$ cat src/rtl/hier_fanin_collector.sv
// Round-robin fan-in of NUM_SRC child streams into one registered output stage.
// Each output beat carries its source index; completed output handshakes are counted.
module hier_fanin_collector #(
    parameter  int NUM_SRC = 5,
    parameter  int DATA_W  = 16,
    parameter  int CNT_W   = 8,
    localparam int SRC_W   = $clog2(NUM_SRC)
) (
    input  logic                      clk,
    input  logic                      rst,
    input  logic [NUM_SRC-1:0]        src_valid,
    output logic [NUM_SRC-1:0]        src_ready,
    input  logic [NUM_SRC*DATA_W-1:0] src_data,
    output logic                      out_valid,
    input  logic                      out_ready,
    output logic [DATA_W-1:0]         out_data,
    output logic [SRC_W-1:0]          out_src,
    output logic [CNT_W-1:0]          beat_cnt,
    output logic                      busy
);

    logic                out_valid_q, out_valid_d;
    logic [DATA_W-1:0]   out_data_q, out_data_d;
    logic [SRC_W-1:0]    out_src_q, out_src_d;
    logic [SRC_W-1:0]    last_grant_q, last_grant_d;
    logic [CNT_W-1:0]    beat_cnt_q, beat_cnt_d;

    logic                load_en;
    logic                any_valid;
    logic                src_hs;
    logic                out_hs;
    logic [SRC_W-1:0]    grant;
    logic [SRC_W-1:0]    grant_high;
    logic [SRC_W-1:0]    grant_low;
    logic                high_found;

    assign load_en   = !out_valid_q || out_ready;
    assign any_valid = |src_valid;
    assign out_hs    = out_valid_q && out_ready;

    // Lowest valid index above last_grant wins; otherwise wrap to the lowest valid index overall.
    always_comb begin
        grant_high = '0;
        grant_low  = '0;
        high_found = 1'b0;
        for (int i = NUM_SRC - 1; i >= 0; i--) begin
            if (src_valid[i]) begin
                grant_low = SRC_W'(i);
                if (SRC_W'(i) > last_grant_q) begin
                    grant_high = SRC_W'(i);
                    high_found = 1'b1;
                end
            end
        end
        grant = high_found ? grant_high : grant_low;
    end

    always_comb begin
        src_ready = '0;
        if (!rst && load_en && any_valid) begin
            src_ready = NUM_SRC'(1) << grant;
        end
    end

    assign src_hs = |(src_valid & src_ready);

    // A new beat always replaces the held one, so a drain and a load in one cycle leave no bubble.
    always_comb begin
        out_valid_d  = out_valid_q;
        out_data_d   = out_data_q;
        out_src_d    = out_src_q;
        last_grant_d = last_grant_q;
        beat_cnt_d   = beat_cnt_q;
        if (src_hs) begin
            out_valid_d  = 1'b1;
            out_data_d   = src_data[int'(grant)*DATA_W +: DATA_W];
            out_src_d    = grant;
            last_grant_d = grant;
        end else if (out_hs) begin
            out_valid_d = 1'b0;
        end
        if (out_hs) begin
            beat_cnt_d = beat_cnt_q + CNT_W'(1);
        end
    end

    always_ff @(posedge clk) begin
        if (rst) begin
            out_valid_q  <= 1'b0;
            out_data_q   <= '0;
            out_src_q    <= '0;
            last_grant_q <= SRC_W'(NUM_SRC - 1);
            beat_cnt_q   <= '0;
        end else begin
            out_valid_q  <= out_valid_d;
            out_data_q   <= out_data_d;
            out_src_q    <= out_src_d;
            last_grant_q <= last_grant_d;
            beat_cnt_q   <= beat_cnt_d;
        end
    end

    assign out_valid = out_valid_q;
    assign out_data  = out_data_q;
    assign out_src   = out_src_q;
    assign beat_cnt  = beat_cnt_q;
    assign busy      = out_valid_q || any_valid;

endmodule
$ cat config.mk
export PLATFORM = sky130hd
export DESIGN_NAME = hier_fanin_collector
export DESIGN_NICKNAME = d
export VERILOG_FILES = /design/src/rtl/hier_fanin_collector.sv
export SDC_FILE = /design/constraint.sdc
export NUM_CORES = 1
export LEC_CHECK = 0
export CAP_MARGIN = 20
export CORE_AREA = 3 3 78 80
export CTS_CLUSTER_DIAMETER = 40
export DETAILED_ROUTE_END_ITERATION = 8
export DIE_AREA = 0 0 81 83
export HOLD_SLACK_MARGIN = 0.03
export PLACE_DENSITY_LB_ADDON = 0.3
export SYNTH_ARGS = -nofsm -noshare
export SYNTH_HDL_FRONTEND = slang
export SYNTH_SLANG_ARGS = --single-unit
$ cat constraint.sdc
create_clock -name clk -period 2.1 [get_ports clk]
set_input_delay 0.315 -clock clk [delete_from_list [all_inputs] [get_ports clk]]
set_output_delay 0.315 -clock clk [all_outputs]
set_load 0.05 [all_outputs]
# Word level (Yosys, flattened, before mapping)
# Cells that the tools add are included.
# totals
regBits	31
wordCells	53
in_bits	88
output_inout_bits	34
# op_classes
order_cmp	5
n_mux	29
n_shift	2
addsub	1
n_bitwise	1
n_reduce_logical	10
# op_table
op	n
$shiftx 80x8->16	1
$mux 3	16
$mux 1	12
$reduce_or 5->1	2
$add 8x1->8 const B	1
$gt 1x3->1 const A	2
$gt 2x3->1 const A	2
$and 5x5->5	1
$mux 5	1
$shl 1x3->5 const A	1
$gt 3x3->1 const A	1
$logic_and 1x1->1	3
$logic_not 1->1	2
$logic_or 1x1->1	2
$reduce_bool 2->1	1

# Depth between registers and ports, before layout
# logic_depth
depth_word	17
depth_mapped	8
depth_no_buf	5

# Worst setup path after synthesis
# Ideal clock, no wire load.
# synth_timing
path_type	register to output
startpoint	register last_grant_q[2]
endpoint	output src_ready[2]
required_ps	1785
setup_slack_ps	-370
arrival_time_ps	2155
path_buffers	2
stages_incl_launch_ff	8
path_cell_list	dfxtp_1 > buf_4 > nand2b_4 > or4b_4 > a21oi_4 > buf_6 > nand2_1 > nor2_1
# synth_between
elab_chain_cells	14
word_cells_on_any_way	28
classes_between	order compare (5); shift (1); mux (22)
# synth_rtl
element	line_no	rtl
start: declaration	25	logic [SRC_W-1:0] last_grant_q, last_grant_d;
start signal: assignment	92	last_grant_q <= SRC_W'(NUM_SRC - 1);
start signal: assignment	98	last_grant_q <= last_grant_d;
$gt 3x3->1	49	if (SRC_W'(i) > last_grant_q) begin
$mux 1 / $mux 3 (equally long branches)	49	
$mux 1 / $mux 3 (equally long branches)	47	if (src_valid[i]) begin
$mux 1 / $mux 3 (equally long branches)	49	
$mux 1 / $mux 3 (equally long branches)	47	
$mux 1 / $mux 3 (equally long branches)	49	
$mux 1 / $mux 3 (equally long branches)	47	
$mux 1 / $mux 3 (equally long branches)	49	
$mux 1 / $mux 3 (equally long branches)	47	
$mux 1 / $mux 3 (equally long branches)	49	
$mux 1 / $mux 3 (equally long branches)	47	
$mux 3 *	55	grant = high_found ? grant_high : grant_low;
$shl 1x3->5 *	61	src_ready = NUM_SRC'(1) << grant;
$mux 5 *	60	if (!rst && load_en && any_valid) begin
end: declaration	12	output logic [NUM_SRC-1:0] src_ready,
# Mark *: on every way between the ends. The rest lies on a longest branch, timed or not.

==> flow_summary.rst <==
.. list-table::
   :header-rows: 1

   * - Metric
     - Value
   * - Number of sinks on the clock net
     - 29
   * - First-pass GRT wire length
     - 12.4 mm
   * - Crit Reg-Reg Endpoint
     - out_data[3]
   * - Pwr/cell area
     - 532 nW/um2
   * - R2R Path Start
     - out_src[1]
   * - Number of buffers added on ports
     - ~120
   * - Number of buffers on the longest clock path
     - 2
   * - Setup repair after global routing missed its margin
     - false
   * - Primary flip-flop cell chosen by synthesis mapping
     - sky130_fd_sc_hd__dfxtp_1
   * - Data arrival at the endpoint of the critical path
     - around 1.7 ns
   * - Fraction of final layout cells sized beyond drive strength 1
     - roughly a fifth
   * - Hold buffer count at CTS
     - 0
   * - Worst supply voltage drop on vdd
     - around 270 uV
   * - Insertion delay to the later sink of the worst-skew pair
     - 0.27 ns
   * - Post-Layout Inst Area
     - 3590 um2
   * - Worst EP required
     - between 1.5 and 2 ns
   * - Post-synthesis net count
     - 329
   * - Floorplan die width
     - about 81 um
   * - Remaining Overflow, GRT
     - 0
   * - Core Rows
     - 27
   * - Switch share
     - 35.0%
   * - Portion of total power attributed to combinational logic
     - 43.3%
   * - Final period utilization
     - 97.1%
   * - Number of flip-flops and latches in the synthesized netlist
     - 29
   * - Kind of critical path
     - reg2out
   * - Critical Path Start Type
     - flip-flop
   * - Number of hold violations in the final report
     - 0
   * - Worst reg2reg setup slack
     - 0.28 ns
   * - Avg Inst Size Synth
     - 8.22 um2
   * - Count of flip-flops with a built-in enable after synthesis
     - 0
   * - Maximum capacitance violations
     - 0
   * - Number of distinct library cells after synthesis
     - 47
   * - Number of pins with negative max-slew slack in the final report
     - 0
   * - Cell type contributing the most total cell area after synthesis
     - sky130_fd_sc_hd__dfxtp_1
   * - Combined global-route utilization of all metal layers
     - between 20% and 30%
   * - Relative slew slack
     - 64.4%
   * - Cells after synthesis
     - 240
   * - Fraction of the core area covered by cells at the end of the flow
     - 65.5%
   * - Part of the Yosys area used for sequential elements
     - 29.4%
   * - Number of global-route vias before repair
     - ~2500
   * - Root buf cell
     - sky130_fd_sc_hd__clkbuf_8
   * - Total number of yosys warnings
     - 0
   * - Worst Slack Setup Final
     - 0.0611 ns
   * - Path depth of the worst reg2reg path
     - 7
   * - Clock Skews
     - 0.00266 ns
   * - Portion of total power attributed to the clock network
     - 24.3%
   * - Internal power
     - 0.00124 W
   * - Pleak
     - 1.30 nW
   * - Setup crit end kind
     - primary output
   * - Critical Path Fanout Max
     - 6
   * - Instance area after placement
     - 3410 um2
   * - DP Worst Slack
     - -0.295 ns
   * - Overall power
     - around 0.0019 W
   * - Number of I/O pins
     - 122
   * - Most repeated cell in the gate-level netlist after synthesis
     - sky130_fd_sc_hd__dfxtp_1
   * - First-pass iteration count of the detailed router
     - 4
   * - Critical path launch point
     - out_src[1]
   * - Starting density of the core
     - 36.1%
   * - Area of the die
     - 6720 um2
   * - Final critical-path required period
     - 2.04 ns
   * - Cell Area, Synth
     - 1970 um2
   * - Half-perimeter wire length after placement
     - 5.91 mm
   * - Initial antenna violation count
     - 0
   * - Hold WS
     - 0.476 ns
   * - Sw power
     - 0.000668 W
   * - Growth of design area from synthesis to finish
     - 81.7%
   * - CTS clock-pin slew for the worst setup and hold paths
     - 0.06 ns
   * - Number of vias per cell
     - roughly 5.6
   * - Type of the tightest min-delay check
     - reg2reg
   * - Slew at the pin closest to its max-slew limit
     - 0.533 ns
   * - Count of antenna diodes in the layout
     - 0
   * - Post-synth top cells
     - 29 x sky130_fd_sc_hd__dfxtp_1, 23 x sky130_fd_sc_hd__nand2b_1, 18 x sky130_fd_sc_hd__o21ai_0, 17 x sky130_fd_sc_hd__a31oi_1
   * - Vias
     - 2504
   * - Total wirelength of the detailed-routed design
     - 7.62 mm
   * - Clock tree from TritonCTS
     - built
   * - Top-area cell type share of the netlist area
     - 29.4%
   * - Proportion of power drawn by flip-flops and latches
     - around a third
   * - DRC violations left
     - 0
   * - Outcome
     - completed
   * - Count of final setup violators
     - 0
   * - Final layout net count
     - 467
   * - Area of the core region
     - 5470 um2
   * - Placer congestion estimate
     - about 0.8
   * - Clock buffers created by TritonCTS
     - 5
   * - End of the critical path
     - src_ready[4]
   * - Fmax achieved
     - 0.490 GHz
   * - Remaining number of nets flagged by the antenna check after routing
     - 0
   * - DR iter-0 viols
     - 100
   * - Average routed wire per standard cell
     - 16.9 um
   * - Top area cells in the synthesized netlist
     - sky130_fd_sc_hd__dfxtp_1 29%, sky130_fd_sc_hd__nand2b_1 7.3%, sky130_fd_sc_hd__a32oi_1 7.1%, sky130_fd_sc_hd__o311ai_0 6.7%, sky130_fd_sc_hd__a211oi_1 6.1%
   * - H-Tree Level Count
     - 2
   * - Fraction of registers with async set or reset after synthesis
     - 0%
   * - Chip height
     - 83 um
   * - Largest net degree at the start of global routing
     - 18
worst min path at each step:
stage               start    endpoint  slack (ns)  depth (start not counted)
2_1_floorplan         rst  out_src[2]        0.38                          1
3_3_place_gp   out_src[2]  out_src[2]        0.45                          2
3_5_place_dp   out_src[2]  out_src[2]        0.47                          2
4_1_cts        out_src[2]  out_src[2]        0.48                          2
5_1_grt        out_src[2]  out_src[2]        0.50                          2
6_report       out_src[2]  out_src[2]        0.48                          2
power groups by stage:
| stage | Sequential (W) | Combinational, W | Clock [W] |
|---|---|---|---|
| 3_5_place_dp | 0.000627 | 0.000805 | 0 |
| 6_report | 0.000617 | 0.000826 | 0.000464 |
| 5_1_grt | 0.000622 | 0.000882 | 0.000497 |
| 2_1_floorplan | 0.000742 | 0.000321 | 0 |
| 3_3_place_gp | 0.000627 | 0.000799 | 0 |
| 4_1_cts | 0.000616 | 0.000819 | 0.000474 |
per-layer routing:
layer / vias up / share of wire [%] / track usage [%]
met5: - / 0 / 0
met4: 0 / 0.55 / 4.76
met3: 4 / 8.7 / 4.99
met2: 102 / 51 / 40.6
met1: 1182 / 40 / 29.0
li1: 1216 / - / -
cell type report:
cell class | count | area (um2)
Clock buffer | 7 | 86.3
Timing Repair Buffer | 152 | 1450
Fill cell | 506 | 1890
Sequential cell | 29 | 587
Inverter | 5 | 18.8
Tap cell | 72 | 90.1
Multi-Input combinational cell | 185 | 1360
kinds of logic (layout without fill, tap and decap cells):
family | after synthesis | after routing | share of synthesized area [%]
XOR/XNOR | 6 | 6 | 2.66
AO/OA/AOI/OAI | 103 | 103 | 38.2
AND/OR/NAND/NOR | 74 | 74 | 21.6
adder cells (fa/ha/maj) | 1 | 1 | 0.634
flip-flops | 29 | 29 | 29.4
multiplexers | 1 | 1 | 0.507
buffers and inverters | 26 | 164 | 6.97
worst max-delay path, stage by stage (launching register included):
cell                       delay (ns)
sky130_fd_sc_hd__dfxtp_4         0.38
sky130_fd_sc_hd__nand2b_4        0.14
sky130_fd_sc_hd__a21oi_2         0.07
sky130_fd_sc_hd__o31a_1          0.31
sky130_fd_sc_hd__or2_2           0.32
sky130_fd_sc_hd__inv_1           0.07
sky130_fd_sc_hd__buf_6           0.15
per-stage QoR:
| stage | setup TNS [ns] | std cells |
|---|---|---|
| floorplan | -0.0198 | 240 |
| global placement | -5.84 | 443 |
| detailed placement | -6.16 | 443 |
| CTS | 0 | 450 |
| global route | 0 | 450 |
| finish | 0 | 450 |
flip-flops by register name, indices dropped and copies added (netlist names):
signal        flops
out_data         16
beat_cnt          8
out_valid         1
last_grant_q      1
out_src           3
cell usage in the layout, fill, tap and decap left out, drive strengths merged, types with 2 or more instances in the layout:
master         instances
dfxtp                 29
clkbuf                10
a21o                   2
or2                    2
a211oi                16
nand2                  8
o21ai                 18
nor2                  16
inv                    4
xnor2                  2
or3                    2
o311ai                16
nor2b                  4
a32oi                 16
nand2b                24
or4                    2
xor2                   4
buf                   37
a21oi                  9
nor3                   2
nand3                  8
a31oi                 17
clkdlybuf4s50        110
repair_timing:
action | 4_1_cts | 5_1_grt
resized for setup | 24 | 13
setup buffers | 0 | 0
pin swaps | 0 | 5
endpoints found under the setup margin | 6 | 6
(Power assumes the default switching activity.)
